==> src/rtl/message_scroller_if.sv <==
// Control, write and window-output bundle between the message scroller and its neighbours.
// wr_en is a single-cycle strobe with no back-pressure: mem[wr_addr] takes wr_data on every edge where it is high.
interface message_scroller_if;
  logic       scroll_en;
  logic       dir;
  logic       step;
  logic       wr_en;
  logic [3:0] wr_addr;
  logic [3:0] wr_data;
  logic [3:0] an3char;
  logic [3:0] an2char;
  logic [3:0] an1char;
  logic [3:0] an0char;
  logic [3:0] ptr;
  logic       tick;

  modport master (
    output scroll_en, dir, step, wr_en, wr_addr, wr_data,
    input  an3char, an2char, an1char, an0char, ptr, tick
  );

  modport slave (
    input  scroll_en, dir, step, wr_en, wr_addr, wr_data,
    output an3char, an2char, an1char, an0char, ptr, tick
  );
endinterface

==> src/rtl/message_scroller.sv <==
// 16x4 message buffer with a 4-character sliding window for the 7-seg display path.
// The window moves on a prescaled tick or on a manual step edge; every output is registered.
module message_scroller #(
  parameter int TICK_DIV = 25000000,
  parameter int CNT_W    = 25
) (
  input logic            clk,
  input logic            reset,
  message_scroller_if.slave bus
);

  logic [3:0]       mem_q [16];
  logic [3:0]       mem_d [16];
  logic [3:0]       ptr_q, ptr_d;
  logic [CNT_W-1:0] cnt_q, cnt_d;
  logic             tick_q, tick_d;
  logic             step_d_q, step_d_d;
  logic [3:0]       an3_q, an3_d;
  logic [3:0]       an2_q, an2_d;
  logic [3:0]       an1_q, an1_d;
  logic [3:0]       an0_q, an0_d;
  logic             step_pulse;
  logic             adv;

  assign step_pulse = bus.step & ~step_d_q;
  // Registered tick: the automatic advance lands one cycle after tick is seen.
  assign adv        = tick_q | step_pulse;

  always_comb begin
    cnt_d  = '0;
    tick_d = 1'b0;
    if (bus.scroll_en) begin
      if (cnt_q == CNT_W'(TICK_DIV - 1)) begin
        tick_d = 1'b1;
      end else begin
        cnt_d = cnt_q + 1'b1;
      end
    end
  end

  always_comb begin
    step_d_d = bus.step;
    ptr_d    = ptr_q;
    if (adv) begin
      ptr_d = bus.dir ? (ptr_q - 4'd1) : (ptr_q + 4'd1);
    end
  end

  always_comb begin
    for (int i = 0; i < 16; i++) begin
      mem_d[i] = mem_q[i];
    end
    if (bus.wr_en) begin
      mem_d[bus.wr_addr] = bus.wr_data;
    end
  end

  // Window reads the pre-edge buffer and pointer, giving one cycle of latency.
  always_comb begin
    an3_d = mem_q[ptr_q];
    an2_d = mem_q[ptr_q + 4'd1];
    an1_d = mem_q[ptr_q + 4'd2];
    an0_d = mem_q[ptr_q + 4'd3];
  end

  always_ff @(posedge clk or negedge reset) begin
    if (!reset) begin
      for (int i = 0; i < 16; i++) begin
        mem_q[i] <= 4'(i);
      end
      ptr_q    <= 4'd0;
      cnt_q    <= '0;
      tick_q   <= 1'b0;
      step_d_q <= 1'b0;
      an3_q    <= 4'd0;
      an2_q    <= 4'd1;
      an1_q    <= 4'd2;
      an0_q    <= 4'd3;
    end else begin
      for (int i = 0; i < 16; i++) begin
        mem_q[i] <= mem_d[i];
      end
      ptr_q    <= ptr_d;
      cnt_q    <= cnt_d;
      tick_q   <= tick_d;
      step_d_q <= step_d_d;
      an3_q    <= an3_d;
      an2_q    <= an2_d;
      an1_q    <= an1_d;
      an0_q    <= an0_d;
    end
  end

  assign bus.an3char = an3_q;
  assign bus.an2char = an2_q;
  assign bus.an1char = an1_q;
  assign bus.an0char = an0_q;
  assign bus.ptr     = ptr_q;
  assign bus.tick    = tick_q;

endmodule

==> src/flat_wrapper.sv <==
// flat-port wrapper written by rule: the top's interface ports become plain ports
module message_scroller_flat 
#(
  parameter int TICK_DIV = 25000000,
  parameter int CNT_W    = 25
)
  (clk, reset, bus_scroll_en, bus_dir, bus_step, bus_wr_en, bus_wr_addr, bus_wr_data, bus_an3char, bus_an2char, bus_an1char, bus_an0char, bus_ptr, bus_tick);
  message_scroller_if bus_i ();
  input logic clk;
  input logic reset;
  input wire logic [$bits(bus_i.scroll_en)-1:0] bus_scroll_en;
  input wire logic [$bits(bus_i.dir)-1:0] bus_dir;
  input wire logic [$bits(bus_i.step)-1:0] bus_step;
  input wire logic [$bits(bus_i.wr_en)-1:0] bus_wr_en;
  input wire logic [$bits(bus_i.wr_addr)-1:0] bus_wr_addr;
  input wire logic [$bits(bus_i.wr_data)-1:0] bus_wr_data;
  output wire logic [$bits(bus_i.an3char)-1:0] bus_an3char;
  output wire logic [$bits(bus_i.an2char)-1:0] bus_an2char;
  output wire logic [$bits(bus_i.an1char)-1:0] bus_an1char;
  output wire logic [$bits(bus_i.an0char)-1:0] bus_an0char;
  output wire logic [$bits(bus_i.ptr)-1:0] bus_ptr;
  output wire logic [$bits(bus_i.tick)-1:0] bus_tick;
  assign bus_i.scroll_en = bus_scroll_en;
  assign bus_i.dir = bus_dir;
  assign bus_i.step = bus_step;
  assign bus_i.wr_en = bus_wr_en;
  assign bus_i.wr_addr = bus_wr_addr;
  assign bus_i.wr_data = bus_wr_data;
  assign bus_an3char = bus_i.an3char;
  assign bus_an2char = bus_i.an2char;
  assign bus_an1char = bus_i.an1char;
  assign bus_an0char = bus_i.an0char;
  assign bus_ptr = bus_i.ptr;
  assign bus_tick = bus_i.tick;
  message_scroller #(.TICK_DIV(TICK_DIV), .CNT_W(CNT_W)) u_core (.clk(clk), .reset(reset), .bus(bus_i));
endmodule
==> config.mk <==
export PLATFORM = sky130hd
export DESIGN_NAME = message_scroller_flat
export DESIGN_NICKNAME = d
export VERILOG_FILES = /design/src/rtl/message_scroller_if.sv /design/src/rtl/message_scroller.sv /design/src/flat_wrapper.sv
export SDC_FILE = /design/constraint.sdc
export NUM_CORES = 1
export LEC_CHECK = 0
export ABC_AREA = 1
export CAP_MARGIN = 25
export CORE_MARGIN = 2
export CORE_UTILIZATION = 35
export CTS_BUF_LIST = sky130_fd_sc_hd__clkbuf_4
export CTS_CLUSTER_DIAMETER = 120
export DETAILED_ROUTE_END_ITERATION = 7
export PLACE_DENSITY = 0.54
export SLEW_MARGIN = 20
export SYNTH_ARGS = -nofsm -noshare
export SYNTH_HDL_FRONTEND = slang
export SYNTH_SLANG_ARGS = --single-unit
==> constraint.sdc <==
create_clock -name clk -period 2.91 [get_ports clk]
set_clock_uncertainty 0.2 [all_clocks]
set_input_delay 0.4365 -clock clk [delete_from_list [all_inputs] [get_ports clk]]
set_output_delay 0.4365 -clock clk [all_outputs]
set_load 0.01 [all_outputs]
Word level (Yosys, flattened, before mapping):

Cells that the tools add are included.

* flip-flop bits (word level): 111
* bits of input ports: 14
* output and inout port bits: 21
* word-level logic and storage cells: 65

* $add $sub $neg: 5
* order comparisons: 6
* equal/unequal tests: 1
* mux-type cells: 20
* bitwise operators: 8
* reductions and logical operators: 1

Operators by type and width (number)
* binary-select mux 4 bit (select 4 bit): 4
* bitwise mux 64 bit: 1
* two-way mux 25 bit: 2
* two-way mux 4 bit: 10
* adder 25 x 1 -> 25 bit, second input constant: 1
* == test 25 bit, second input constant: 1
* >= comparator 5 bit, second input constant: 5
* inverter 4 -> 5 bit: 5
* demux 4 bit (select 4 bit): 1
* adder 4 x 2 -> 4 bit, second input constant: 2
* < comparator 5 x 1 -> 1 bit, second input constant: 1
* adder 4 x 1 -> 4 bit, second input constant: 1
* subtractor 4 x 1 -> 4 bit, second input constant: 1
* two-way mux 1 bit: 2
* AND 1 bit: 1
* logical AND 1 bit: 1
* inverter 1 bit: 1
* bitwise OR 1 bit: 1

Depth between registers and ports, before layout:

Gate-level depths: netlist of run 1.

* depth after elaboration: 6
* depth in mapped cells: 12
* depth with buffers taken out: 8

Least setup slack after synthesis of run 1:

No wires, ideal clock.

* path type: reg2reg
* start point: register u_core.ptr_q[1] (netlist: u_core.bus.ptr[1])
* end point: register u_core.an2_q[2] (netlist: u_core.bus.an2char[2])
* library setup time: 0.117 ns
* arrival time: 2.125 ns
* required time: 2.593 ns
* path slack: 0.469 ns
* stages on the path, launching flop included: 13
* path buffers: 4
* clock period less this slack: 2.441 ns
* cell sequence: dfrtp_1 buf_2 inv_2 clkbuf_1 ha_1 buf_2 inv_1 buf_1 nand2_1 nand3_1 nand2_1 nand2_1 nand2_1

* cells in the longest elaborated chain, start to end: 5

RTL lines
* from (decl): line message_scroller.sv:14 `logic [3:0] ptr_q, ptr_d;`
* from (signal assigned): line message_scroller.sv:83 `ptr_q <= ptr_d;`
* adder 4 x 1 -> 4 bit: line message_scroller.sv:61 `an2_d = mem_q[ptr_q + 4'd1];`
* inverter 4 -> 5 bit (implied by the code): line message_scroller.sv:61
* binary-select mux 4 bit (select 4 bit): line message_scroller.sv:61
* two-way mux 4 bit (implied by the code) (2 in a row): line message_scroller.sv:61
* net u_core.an2_d[2]: line message_scroller.sv:19 `logic [3:0] an2_q, an2_d;`
* to (signal assigned): line message_scroller.sv:88 `an2_q <= an2_d;`
* to (decl): line message_scroller.sv:19

The timed path passes the listed nets, and every way through them passes these cells. The select of a mux whose other input is x is not followed.
A chain may end at the register's enable or synchronous reset.

Worst setup path in the final report of run 1:

* start point: register u_core.ptr_q[0] (netlist: u_core.bus.ptr[0])
* end point: output port bus_ptr[0]

RTL lines
* to (decl): line flat_wrapper.sv:21 `output wire logic [$bits(bus_i.ptr)-1:0] bus_ptr;`

No word-level cell between the ends.

==> flow_summary.toml, run 1 <==
[pwr]
switching_power_mw = 3.93
pwr-share-seq_pct = 28.5
p_clk_share_pct = 10.7
irDropWorstVdd_v = 0.000547
power_leakage_nw = 3.32
pwr-share-comb_pct = 60.8
power_density_nw_per_um2 = 1050
p_int_mw = 3.91
swShare_pct = 50.1
power.total_mw = 7.84

[logic_synthesis]
synthAdderAreaFrac_pct = 1.30
async_reset_ff_share_pct = 100
synth_compound_area_share_pct = 16.3
synth_mux_area_share_pct = 0
yosysWarnings = 0
synthDistinctLibCells = 34
synth-edff-count = 0
ys_seq_area_share_pct = 41.9
yosys.area_share.simple_pct = 30.2
ys_ff_latch = 111
yosysTopAreaCell = "dfrtp_1"
synth_flop_cell = "dfrtp_1"
synth_top_family_by_area = "simple AND/OR/NAND/NOR gates"
syn_inst = 935
syn_area_um2 = 6740
synth_fp_nets = 956
syn_area_per_cell_um2 = 7.21
synthTopCellsByArea = "dfrtp_1 (28%), nand2_1 (18%), dfstp_2 (14%)"
synth_xor_area_share_pct = 2.71
synth_top_area_share_pct = 27.8

[setup_path]
path_cells = "buf_12 > clkdlybuf4s50_1"
slowest_stage = "clkdlybuf4s50_1"
crit_buf_inv = 2
r2r_setup_slack_ns = 0.49
start_kind = "flip-flop"
rr_endpoint = "u_core.bus.an2char[1]$_DFF_PN0_"
critPathMaxFanout = 110
cp_data_arrival_time_ns = 1.93
endpoint_kind = "primary output"
worst-setup-path-type = "flip-flop to primary output"
r2r-start = "u_core.bus.ptr[0]$_DFFE_PN0P_"
critPathTopFamily = "buffers and inverters"
cp.required_ns = 2.27
r2r_cells = 8
slowest_delay_ns = 0.61

[sta]
period_minus_slack_ns = 2.56
timing_hold_violations_final = 0
slew_headroom_pct = 51.0
grt_setup_unrepaired = "no"
finalSetupTns_ns = 0
final_max_slew_viol_count = 0
worstMarginPinSlew_ns = 0.734
fmax_mhz = 390
setup-violations-final = 0
min_period_over_period_pct = 88.1

[floorplanning]
initial_core_util_pct = 35.8
die_y_um = 143
die_w_um = 143
num_rows = 50
dieArea_um2 = 20400
core_um2 = 18800
ios = 35

[global_route]
grt_pass1_wl_um = 32500
antenna_found_initial = 1
grt.total_usage_pct = 20.9
grt-ovfl-total = 0
grt_start_max_net_pins = 111
grt_pass1_vias = 5703

[final_layout]
nets = 974
area_growth_pct = 11.1
n_fill_cell = 1984
post-route-util_pct = 39.8
layout-drive-gt1-share_pct = 9.92

[route]
drt_iter0_markers = 483
firstDrtPassIters = 6
drc = 0
num_vias = 6217
ant_nets = 0
wirelength_um = 20000
drt-wirelength-per-cell_um = 16.4
viasPerCell = 5.10

[clocking]
post_cts_buffers = 0
cts-buffers-inserted = 9
cts_buffer_depth = 2
cts_tree = "done"
htreeDepth = 3
root_buffer = "clkbuf_4"
clk_pin_slew_ns = 0.18
cts.sinks = 111
clock_latency_ns = 0.51
ctsHoldBuffers = 1
cts_resized = 0

[flow_run]
maxCapViolations = 0

[placement]
gp_congestion = 0.901
io_buffers = 34
dp_hpwl_um = 14900

[min_path]
hold_end = "u_core.step_d_q$_DFF_PN0_"
whs_path_depth = 1
min-delay-start = "bus_step"
hold_class = "input pin to flip-flop"

[run_status]
status = "completed"
-- power by group through the flow --
stage               sequential, mW  clock, mW  combinational [mW]
global placement              2.27          0                4.73
detailed placement            2.27          0                4.70
floorplan                     2.22          0                3.32
CTS                           2.24      0.873                4.72
global route                  2.29      0.933                5.37
finish                        2.24      0.838                4.77
-- cells in the mapped netlist, types with 4 or more instances --
master and count:
nand2_1 323, nand3_1 86, o211ai_1 77, dfrtp_1 75
inv_1 71, nor2_1 70, o21ai_1 58, dfstp_2 36
o21ai_0 32, buf_2 24, clkbuf_1 14, inv_2 12
a21oi_1 10, xor2_1 10, ha_1 7, nor2_2 6
xnor2_1 4
-- kinds of logic (layout without fill, tap and decap cells) --
logic type / count (synthesis) / in the layout
compound gates: 180 / 180
xor+xnor: 17 / 17
fa+ha+maj: 7 / 7
buf+inv: 125 / 148
flops: 111 / 111
other cells: 0 / 1
simple gates: 495 / 495
-- per-stage QoR --
stage                     instances  area, um^2  worst slack [ns]  hold WS [ns]
after floorplan                 935        6740             0.469       -0.0591
after global placement         1201        7340             0.499         0.260
after detailed placement       1201        7340             0.519         0.261
after CTS                      1218        7490             0.293         0.182
after global routing           1219        7490             0.209         0.201
final                          1219        7490             0.348         0.219
-- flip-flops by register name, indices dropped and copies added, names as in the netlist --
name / cells
u_core.mem_q: 64
u_core.cnt_q: 25
u_core.bus.an0char: 4
u_core.bus.an1char: 4
u_core.bus.an2char: 4
u_core.bus.an3char: 4
u_core.bus.ptr: 4
u_core.bus.tick: 1
u_core.step_d_q: 1
-- layout by cell type, fill, tap and decap left out, drive strengths merged --
master	synthesis	final
nor3	5	5
nor3b	2	2
nor2	77	77
diode	0	1
buf	27	14
clkdlybuf4s50	0	33
inv	83	86
xnor2	5	5
o21ai	91	91
dlygate4sd3	0	1
a21o	1	1
bufinv	0	1
clkbuf	14	9
clkinv	1	4
nand2	324	324
dfrtp	75	75
ha	7	7
o21bai	1	1
o211ai	77	77
a21oi	10	10
xor2	12	12
dfstp	36	36
nand3	87	87
-- cell type report --
class	count	area [um^2]	share of cell area [%]
Inverter	84	315	4.21
Tap cell	260	325	4.34
Timing Repair Buffer	48	470	6.28
Antenna cell	1	2.50	0.0334
Clock inverter	7	76.3	1.02
Clock buffer	9	67.6	0.902
Sequential cell	111	2830	37.7
Multi-Input combinational cell	699	3410	45.5
-- worst register-to-register path, cell delays in order, from the launching register on --
cell and delay (ns):
dfrtp_4 0.53, buf_12 0.22, ha_1 0.30, xnor2_2 0.54, inv_2 0.22, nand3_1 0.14, nand2_1 0.06, nand2_1 0.08
nand2_1 0.06
-- layer usage --
layer | vias up | wire (um) | track usage [%]
met5 | - | 0 | 0
met4 | 0 | 265 | 5.26
met3 | 22 | 1210 | 3.15
met2 | 193 | 8200 | 29.3
met1 | 2900 | 10400 | 33.3
li1 | 3102 | - | -
-- worst max path at each step --
stage	depth (start not counted)	slack, ns	startpoint	end
4_1_cts	2	0.29	u_core.bus.ptr[0]$_DFFE_PN0P_	bus_ptr[0]
6_report	2	0.35	u_core.bus.ptr[0]$_DFFE_PN0P_	bus_ptr[0]
2_1_floorplan	12	0.47	u_core.bus.ptr[1]$_DFFE_PN0P_	u_core.bus.an2char[2]$_DFF_PN0_
3_3_place_gp	8	0.50	u_core.bus.ptr[0]$_DFFE_PN0P_	u_core.bus.an2char[1]$_DFF_PN0_
3_5_place_dp	8	0.52	u_core.bus.ptr[0]$_DFFE_PN0P_	u_core.bus.an2char[1]$_DFF_PN0_
5_1_grt	2	0.21	u_core.bus.ptr[0]$_DFFE_PN0P_	bus_ptr[0]
Note: power is estimated with default switching activity, not from simulation.
==> run 2: changes to the inputs <==
--- a/config.mk
+++ b/config.mk
@@ -5,12 +5,12 @@
 export SDC_FILE = /design/constraint.sdc
 export NUM_CORES = 1
 export LEC_CHECK = 0
-export ABC_AREA = 1
 export CAP_MARGIN = 25
 export CORE_MARGIN = 2
 export CORE_UTILIZATION = 35
 export CTS_BUF_LIST = sky130_fd_sc_hd__clkbuf_4
 export CTS_CLUSTER_DIAMETER = 120
+export CTS_CLUSTER_SIZE = 12
 export DETAILED_ROUTE_END_ITERATION = 7
 export PLACE_DENSITY = 0.54
 export SLEW_MARGIN = 20
==> run 2 against run 1 <==
Compared with the run above:
- the flow now finishes with violations (design-rule violations)
- critical path depth unchanged
- non-clock buffer count up 3
- worst hold slack worse by 0.050 ns
- first-iteration DRC count decreased by 19%
- worst setup slack lost 0.0061 ns
- area after synthesis decreased by 3.9%
- final cell count down 39%
- critical path type unchanged
- critical endpoint unchanged
==> flow_summary.toml, run 2 <==
[placement]
dp_hpwl_um = 11700
gp_congestion = 0.834
dp.cells = 729
io_buffers = 34
dpl-instance-area_um2 = 7100

[min_path]
min-delay-start = "bus_step"
hold_end = "u_core.step_d_q$_DFF_PN0_"
whs_path_depth = 1
hold_class = "input pin to flip-flop"

[logic_synthesis]
synth.most_common_cell = "dfrtp_1"
syn_area_per_cell_um2 = 13.6
synthTopCellsByCount = "dfrtp_1 (75), mux2_2 (68), mux4_2 (60)"
synth_fp_nets = 498
synth-edff-count = 0
yosysTopAreaCell = "dfrtp_1"
syn_area_um2 = 6480
yosysWarnings = 0
synth_flop_cell = "dfrtp_1"
async_reset_ff_share_pct = 100
synthTopCellsByArea = "dfrtp_1 (29%), mux4_2 (21%), dfstp_2 (15%)"
ys_seq_area_share_pct = 43.6
synth_top_area_share_pct = 29.0
syn_inst = 477
synthDistinctLibCells = 39
ys_ff_latch = 111

[sta]
slew_headroom_pct = 43.4
period_minus_slack_ns = 2.57
grt_setup_unrepaired = "no"
timing_hold_violations_final = 0
whs_ns = 0.170
finalSetupTns_ns = 0
final_max_slew_viol_count = 0
min_period_over_period_pct = 88.3
fmax_mhz = 389
worstMarginPinSlew_ns = 0.842
setup-violations-final = 0

[final_layout]
largest_reg_flops = 64
post-route-util_pct = 40.0
largest-register = "u_core.mem_q"
n_fill_cell = 1653
layout_common_cells = "dfrtp_1 (74), mux2_2 (68), mux4_2 (60)"
area_growth_pct = 11.6
layout-drive-gt1-share_pct = 39.7
final_common_cell = "dfrtp_1"
top_regs = "u_core.mem_q (64), u_core.cnt_q (25)"
finalInstanceArea_um2 = 7230
finalNonFillerCells = 747
nets = 533

[route]
num_vias = 4206
wirelength_um = 15600
top_layer = "met4"
firstDrtPassIters = 7
drt-wirelength-per-cell_um = 20.8
wl_met1_um = 7160
viasPerCell = 5.63
drc = 4
met2_length_um = 7260
wl_met3_um = 687
ant_nets = 0
drt_iter0_markers = 389

[setup_path]
r2r_setup_slack_ns = 0.37
cp_data_arrival_time_ns = 1.93
endpoint_kind = "primary output"
start_kind = "flip-flop"
cp.required_ns = 2.27
worst-setup-path-type = "flip-flop to primary output"
rr_endpoint = "u_core.bus.an0char[3]$_DFF_PN0_"
r2r_cells = 6
r2r-start = "u_core.bus.ptr[0]$_DFFE_PN0P_"
critPathMaxFanout = 61

[run_status]
violations = "design-rule violations"
status = "complete, but fails checks"

[global_route]
grt.total_usage_pct = 16.9
grt-ovfl-total = 0
antenna_found_initial = 1
grt_pass1_vias = 4275
grt_start_max_net_pins = 62
grt_pass1_wl_um = 25200

[clocking]
cts.sinks = 111
cts_buffer_depth = 2
htreeDepth = 3
cts-buffers-inserted = 9
clock_latency_ns = 0.50
cts_tree = "done"
cts_resized = 0
clk_pin_slew_ns = 0.19
root_buffer = "clkbuf_4"

[flow_run]
maxCapViolations = 0

[floorplanning]
ios = 35
dieArea_um2 = 19600
num_rows = 49
core_um2 = 18100
die_y_um = 140
initial_core_util_pct = 35.8
die_w_um = 140

[pwr]
irDropWorstVdd_v = 0.000451
power_density_nw_per_um2 = 1040
power_leakage_nw = 2.84
run 2: where the power goes:
part	switching (mW)	internal [mW]	total, mW
clock	0.540	0.190	0.730
combinational	1.96	2.44	4.40
sequential	0.354	2.02	2.37
total	2.85	4.65	7.50
run 2: worst max path at each step:
stage | start | to | slack (ns) | depth (start not counted)
final | u_core.bus.ptr[0]$_DFFE_PN0P_ | bus_ptr[0] | 0.34 | 2
after global routing | u_core.bus.ptr[0]$_DFFE_PN0P_ | u_core.bus.an0char[2]$_DFF_PN0_ | 0.19 | 7
after CTS | u_core.bus.ptr[0]$_DFFE_PN0P_ | bus_ptr[0] | 0.25 | 2
after detailed placement | u_core.bus.ptr[0]$_DFFE_PN0P_ | u_core.bus.an0char[2]$_DFF_PN0_ | 0.40 | 7
after global placement | u_core.bus.ptr[0]$_DFFE_PN0P_ | u_core.bus.an0char[2]$_DFF_PN0_ | 0.44 | 7
after floorplan | u_core.bus.ptr[1]$_DFFE_PN0P_ | u_core.bus.an1char[0]$_DFF_PN0_ | 0.14 | 6
run 2: repair_timing:
item / CTS / global route
setup buffers: 0 / 0
hold buffers: 1 / 0
setup endpoints to repair: 0 / 0
endpoints found under the hold margin: 39 / 0
run 2: cell type report:
type / instances / area, um^2 / area share, %
Clock buffer: 10 / 75.1 / 1.04
Tap cell: 229 / 287 / 3.96
Clock inverter: 6 / 45.0 / 0.623
Multi-Input combinational cell: 331 / 3470 / 48.0
Inverter: 8 / 30.0 / 0.415
Timing Repair Buffer: 51 / 493 / 6.82
Antenna cell: 1 / 2.50 / 0.0346
Sequential cell: 111 / 2830 / 39.1
run 2: metrics by stage:
| step | worst slack (ns) | total power, mW |
|---|---|---|
| finish | 0.341 | 7.50 |
| global route | 0.192 | 7.95 |
| CTS | 0.250 | 7.57 |
| detailed placement | 0.395 | 6.82 |
| global placement | 0.436 | 6.76 |
| floorplan | 0.143 | 5.56 |
run 2: cell families (layout without fill, tap and decap cells):
group	Yosys count	count (layout)	share of synthesized area, %
AO/OA/AOI/OAI	25	25	2.45
buffers and inverters	35	75	2.93
XOR/XNOR	30	30	4.34
adder cells (fa/ha/maj)	7	7	1.35
multiplexers	154	154	36.7
other	0	1	0
AND/OR/NAND/NOR	115	115	8.67
flip-flops	111	111	43.6
run 2: critical path: stages, from the launching register on:
cell and delay [ns]:
dfrtp_4 0.48, buf_12 0.33, clkdlybuf4s50_1 0.62
run 2: per-layer routing:
metal	GRT usage (%)	vias to the layer above
li1	-	1866
met1	23.5	2195
met2	26.6	120
met3	2.84	25
met4	7.02	0
met5	0	-
==> run 3: changes to the inputs <==
--- a/config.mk
+++ b/config.mk
@@ -13,6 +13,7 @@
 export CTS_CLUSTER_SIZE = 12
 export DETAILED_ROUTE_END_ITERATION = 7
 export PLACE_DENSITY = 0.54
+export SKIP_CTS_REPAIR_TIMING = 1
 export SLEW_MARGIN = 20
 export SYNTH_ARGS = -nofsm -noshare
 export SYNTH_HDL_FRONTEND = slang
==> results of run 3 <==
Same layout as run 2: the final DEF is identical, and so are final timing and power.
Among the figures that moved: via count of the first global-routing pass 4275 -> 4268
==> variant 1 (settings of run 3) <==
`CNT_W` is set to 25 in 2 places; all go to 17.
--- a/src/rtl/message_scroller.sv
+++ b/src/rtl/message_scroller.sv
@@ -2,7 +2,7 @@
 // The window moves on a prescaled tick or on a manual step edge; every output is registered.
 module message_scroller #(
   parameter int TICK_DIV = 25000000,
-  parameter int CNT_W    = 25
+  parameter int CNT_W    = 17
 ) (
   input logic            clk,
   input logic            reset,
--- a/src/flat_wrapper.sv
+++ b/src/flat_wrapper.sv
@@ -2,7 +2,7 @@
 module message_scroller_flat 
 #(
   parameter int TICK_DIV = 25000000,
-  parameter int CNT_W    = 25
+  parameter int CNT_W    = 17
 )
   (clk, reset, bus_scroll_en, bus_dir, bus_step, bus_wr_en, bus_wr_addr, bus_wr_data, bus_an3char, bus_an2char, bus_an1char, bus_an0char, bus_ptr, bus_tick);
   message_scroller_if bus_i ();
Function: same outputs for any inputs over 4 cycles, from zero or initial values and one cycle with reset low; that may be too few to reach the edited logic, so the function may still have changed.
==> variant 1 against run 3 <==
- sequential cell count is 8 lower
- cell count is 3.5% lower
- core utilization is 0.51 points higher
- critical path depth is 1 lower
- setup slack worse by 0.0050 ns
- total power is 0.16% lower
- routed wire length is 0.24% higher
- final area is 3.1% lower
- area after synthesis is 4.5% lower
- critical endpoint is now bus_ptr[3]
==> variant 1: results (changes against run 3) <==
* Syn Nets at 477 (was 498)
* Tot GR Track Use at 17.9% (was 16.9%)
* Status: finished, final reports clean (was finished with violations)
* Peak VDD IR at 0.528 mV (was 0.451 mV)
* Top delay family on crit path: flip-flops (was buffers and inverters)
* Via/cell ratio at 5.81 (was 5.63)
* Initial DRC Count at 424 (was 389)
* Layout cell share with drive strength beyond 1 at 43.0% (was 39.7%)
* Initial Util at 35.8% (about the same)
* Yosys cell types at 43 (was 39)
* Slew @ Worst Pin at 0.766 ns (was 0.842 ns)
* M2 GR Usage at 27.8% (was 26.6%)
* Worst R2R End: u_core.bus.an1char[2] (was u_core.bus.an0char[3])
* WL met3 at 1.03 mm (was 687 um)
* Top Registers: u_core.mem_q (64), u_core.cnt_q (17) (was u_core.mem_q (64), u_core.cnt_q (25))
* P_leak at 2.70 nW (was 2.84 nW)
* Post-DP Area at 0.00683 sq mm (was 0.00710 sq mm)
* Met1 Usage GRT at 24.6% (was 23.5%)
* Fin nets at 511 (was 533)
* Largest fanout on the critical path at 14 (was 61)
* Fill cells at 1,631 (was 1,653)
* Post-synthesis sequential area ratio at 42.4% (was 43.6%)
* First-pass GRT wire length at 24.9 mm (was 25.2 mm)
* Finished Cell Area at 0.00701 sq mm (was 0.00723 sq mm)
* DRT Pass-1 Iters at 5 (was 7)
* Vias in the first global route at 4,177 (was 4,268)
* Setup crit end: bus_ptr[3] (was bus_ptr[0])
* Largest net degree at the start of global routing at 70 (was 62)
==> variant 1: cell types whose count changed in the layout (fill, tap and decap cells not counted), sizes merged, moves of 6 or more <==
cell	delta
xor2	-10
dfrtp	-8
a21oi	-6
mux2i	-13
nor2	-13
==> variant 1: cell type report <==
cell class                      count  share of cell area [%]
Sequential cell                   103                    37.5
Tap cell                          225                    4.02
Inverter                            9                   0.482
Clock buffer                        9                   0.964
Timing Repair Buffer               52                    7.32
Clock inverter                      7                    1.38
Multi-Input combinational cell    315                    48.3
Antenna cell                        1                  0.0357
==> variant 1: power breakdown <==
group | switching [mW] | total [mW] | internal (mW)
registers | 0.375 | 2.27 | 1.90
clock network | 0.511 | 0.863 | 0.352
logic | 2.04 | 4.35 | 2.31
==> variant 1: worst min path at each step <==
stage	start	to	slack (ns)	cells past startpoint
final	bus_step	u_core.step_d_q	0.21	1
after global routing	bus_step	u_core.step_d_q	0.18	1
after CTS	reset	u_core.cnt_q[1]	-0.32	1
after detailed placement	reset	u_core.mem_q[9]	0.24	1
after global placement	reset	u_core.mem_q[9]	0.23	1
after floorplan	reset	u_core.bus.an0char[2]	-0.06	0
==> variant 1: kinds of logic after synthesis <==
group / Yosys count / synth area share [%]
flip-flops: 103 / 42.4
XOR/XNOR: 22 / 3.11
AND/OR/NAND/NOR: 120 / 10.3
buffers and inverters: 38 / 3.01
adder cells (fa/ha/maj): 7 / 1.42
AO/OA/AOI/OAI: 20 / 2.55
multiplexers: 146 / 37.2
==> variant 1: metrics by stage <==
stage                     power [mW]  cells
after global routing            7.95    721
after floorplan                 5.27    456
after global placement          6.59    703
final                           7.49    721
after detailed placement        6.62    703
after CTS                       7.51    719
==> variant 2 (flow settings as in run 3) <==
Without the edit above. `an3_q` no longer has a reset.
--- a/src/rtl/message_scroller.sv
+++ b/src/rtl/message_scroller.sv
@@ -72,7 +72,6 @@
       cnt_q    <= '0;
       tick_q   <= 1'b0;
       step_d_q <= 1'b0;
-      an3_q    <= 4'd0;
       an2_q    <= 4'd1;
       an1_q    <= 4'd2;
       an0_q    <= 4'd3;
@@ -84,11 +83,14 @@
       cnt_q    <= cnt_d;
       tick_q   <= tick_d;
       step_d_q <= step_d_d;
-      an3_q    <= an3_d;
       an2_q    <= an2_d;
       an1_q    <= an1_d;
       an0_q    <= an0_d;
     end
+  end
+
+  always_ff @(posedge clk) begin
+    an3_q <= an3_d;
   end
 
   assign bus.an3char = an3_q;
Function: differs if reset is asserted again (counterexample within 4 cycles, from zero or initial values and one cycle with reset low); with reset held inactive, the same outputs for 4 cycles.
==> variant 2 against run 3 <==
- sequential cell count unchanged
- routed wire length up 0.11%
- setup slack improved by 0.066 ns
- first-iteration DRC count grew 9.0%
- critical path depth increased by 6
- largest power group unchanged
- critical endpoint is now u_core.bus.an2char[2]
- fmax grew 2.6%
- area after synthesis is 0.31% lower
- non-clock buffer count shrank 3
- register-to-register slack gained 0.04 ns
- total power up 1.4%
- hold slack improved by 0.0062 ns
- final area shrank 0.31%
==> variant 2: results (changes against run 3) <==
* Status: finished, final reports clean (was finished with violations)
* Placer congestion estimate at 0.843 (was 0.834)
* Syn Nets at 498 (unchanged)
* Setup TNS at 0 ns (unchanged)
* Largest net degree at the start of global routing at 66 (was 62)
* Met3 Usage GRT at 3.79% (was 2.84%)
* Initial DRC Count at 424 (was 389)
* Synth top area cells: dfrtp_1, mux4_2, dfstp_2 (unchanged)
* Hold Crit Start: bus_step (unchanged)
* Yosys cell types at 40 (was 39)
* Top delay family on crit path: multiplexers (was buffers and inverters)
* Post-DP HPWL at 11.2 mm (was 11.7 mm)
* # port buffers at 34 (unchanged)
* Clk slew on worst S/H paths at 0.18 ns
* Clock Path Buffers at 2 (unchanged)
* Via/cell ratio at 5.63 (about the same)
* DRT Pass-1 Iters at 4 (was 7)
* Total gr overflow at 0 (unchanged)
* P_leak at 2.82 nW (was 2.84 nW)
* Initial antenna violation count at 1 (unchanged)
* Max-Cap Viols at 0 (unchanged)
* Synth top cells by count: dfrtp_1, mux2_2, mux4_2 (unchanged)
* Vias in the first global route at 4,322 (was 4,268)
* Seq power at approximately 2.4 mW
* Switching portion of total power at 37.8% (was 38.0%)
* Layout cell share with drive strength beyond 1 at 38.7% (was 39.7%)
* Worst setup path class: reg -> reg (was reg -> out)
* Largest fanout on the critical path at 16 (was 61)
* CTS H-Tree Depth at 3 (unchanged)
* Tot GR Track Use at 17.0% (was 16.9%)
* Latest clock arrival within the worst-skew pair at 0.50 ns (about the same)
* Slew @ Worst Pin at 0.865 ns (was 0.842 ns)
* Dpl ws at 0.458 ns (was 0.395 ns)
* Post-synthesis sequential area ratio at 43.4% (was 43.6%)
* Critical path's slowest cell: mux2i_1 (was clkdlybuf4s50_1)
* Aggregate routed wire length at 15.6 mm (about the same)
* Fin nets at 530 (was 533)
* Hold Path Class: in -> reg (unchanged)
* Yosys warning count at 0 (unchanged)
* M2 GR Usage at 25.0% (was 26.6%)
* CP Data Arrival Time at 2.73 ns (was 1.93 ns)
* Peak VDD IR at 0.687 mV (was 0.451 mV)
* Clock Root Buffer: clkbuf_4 (unchanged)
* Max stage delay on crit path at 0.44 ns (was 0.62 ns)
* Post-synth ARST share at 96.4% (was 100%)
* Worst reg2reg path startpoint: u_core.bus.ptr[1] (was u_core.bus.ptr[0])
* Power Dens Cells at 1050 mW/mm^2 (was 1040 mW/mm^2)
* Comb pwr share at 58.6% (was 58.7%)
* Cts bufs inserted at 9 (unchanged)
* Top Registers: u_core.mem_q (64), u_core.cnt_q (25) (unchanged)
* Met1 Usage GRT at 24.3% (was 23.5%)
* First-pass GRT wire length at 25.3 mm (was 25.2 mm)
[variant 2: cell count changes after synthesis, sizes merged]
cell	run 3	this run
dfrtp	75	71
dfxtp	0	4
[variant 2: final cells by class]
type | instances | area [sq um]
Fill cell | 1726 | 10800
Sequential cell | 111 | 2810
Inverter | 8 | 30.0
Timing Repair Buffer | 48 | 483
Clock buffer | 10 | 75.1
Tap cell | 229 | 287
Multi-Input combinational cell | 331 | 3470
Antenna cell | 1 | 2.50
Clock inverter | 6 | 52.6
[variant 2: logic make-up after synthesis]
| family | Yosys count | share of synthesized area, % |
|---|---|---|
| muxes | 154 | 36.8 |
| buffers and inverters | 35 | 2.94 |
| adders and majority gates | 7 | 1.36 |
| DFF | 111 | 43.4 |
| and+or+nand+nor | 115 | 8.70 |
| AOI/OAI and AO/OA | 25 | 2.46 |
| xor gates and xnor gates | 30 | 4.36 |
[variant 2: per-layer routing]
layer,wire [um],vias up,share of wire [%]
met4,370,0,2.4
li1,-,1859,-
met1,7000,2137,45
met2,7060,168,45
met5,0,-,0
met3,1140,25,7.3
[variant 2: stage by stage]
stage               std cells  hold slack [ns]  cell area [sq um]
floorplan                 477          -0.0591               6460
global placement          726            0.268               7070
detailed placement        726            0.276               7070
CTS                       742           -0.289               7200
global route              744            0.157               7210
finish                    744            0.176               7210
[variant 2: path summary, 6_finish.rpt]
path | endpoint | slack [ns] | cells after the start
worst min-delay path | u_core.step_d_q | 0.18 | 1
worst max-delay path | u_core.bus.an2char[2] | 0.41 | 8
worst min register to register | u_core.cnt_q[0] | 0.32 | 1
worst max register to register | u_core.bus.an2char[2] | 0.41 | 8
min in group asynchronous | u_core.mem_q[50] | 0.26 | 2
max in group asynchronous | u_core.mem_q[23] | 1.45 | 3
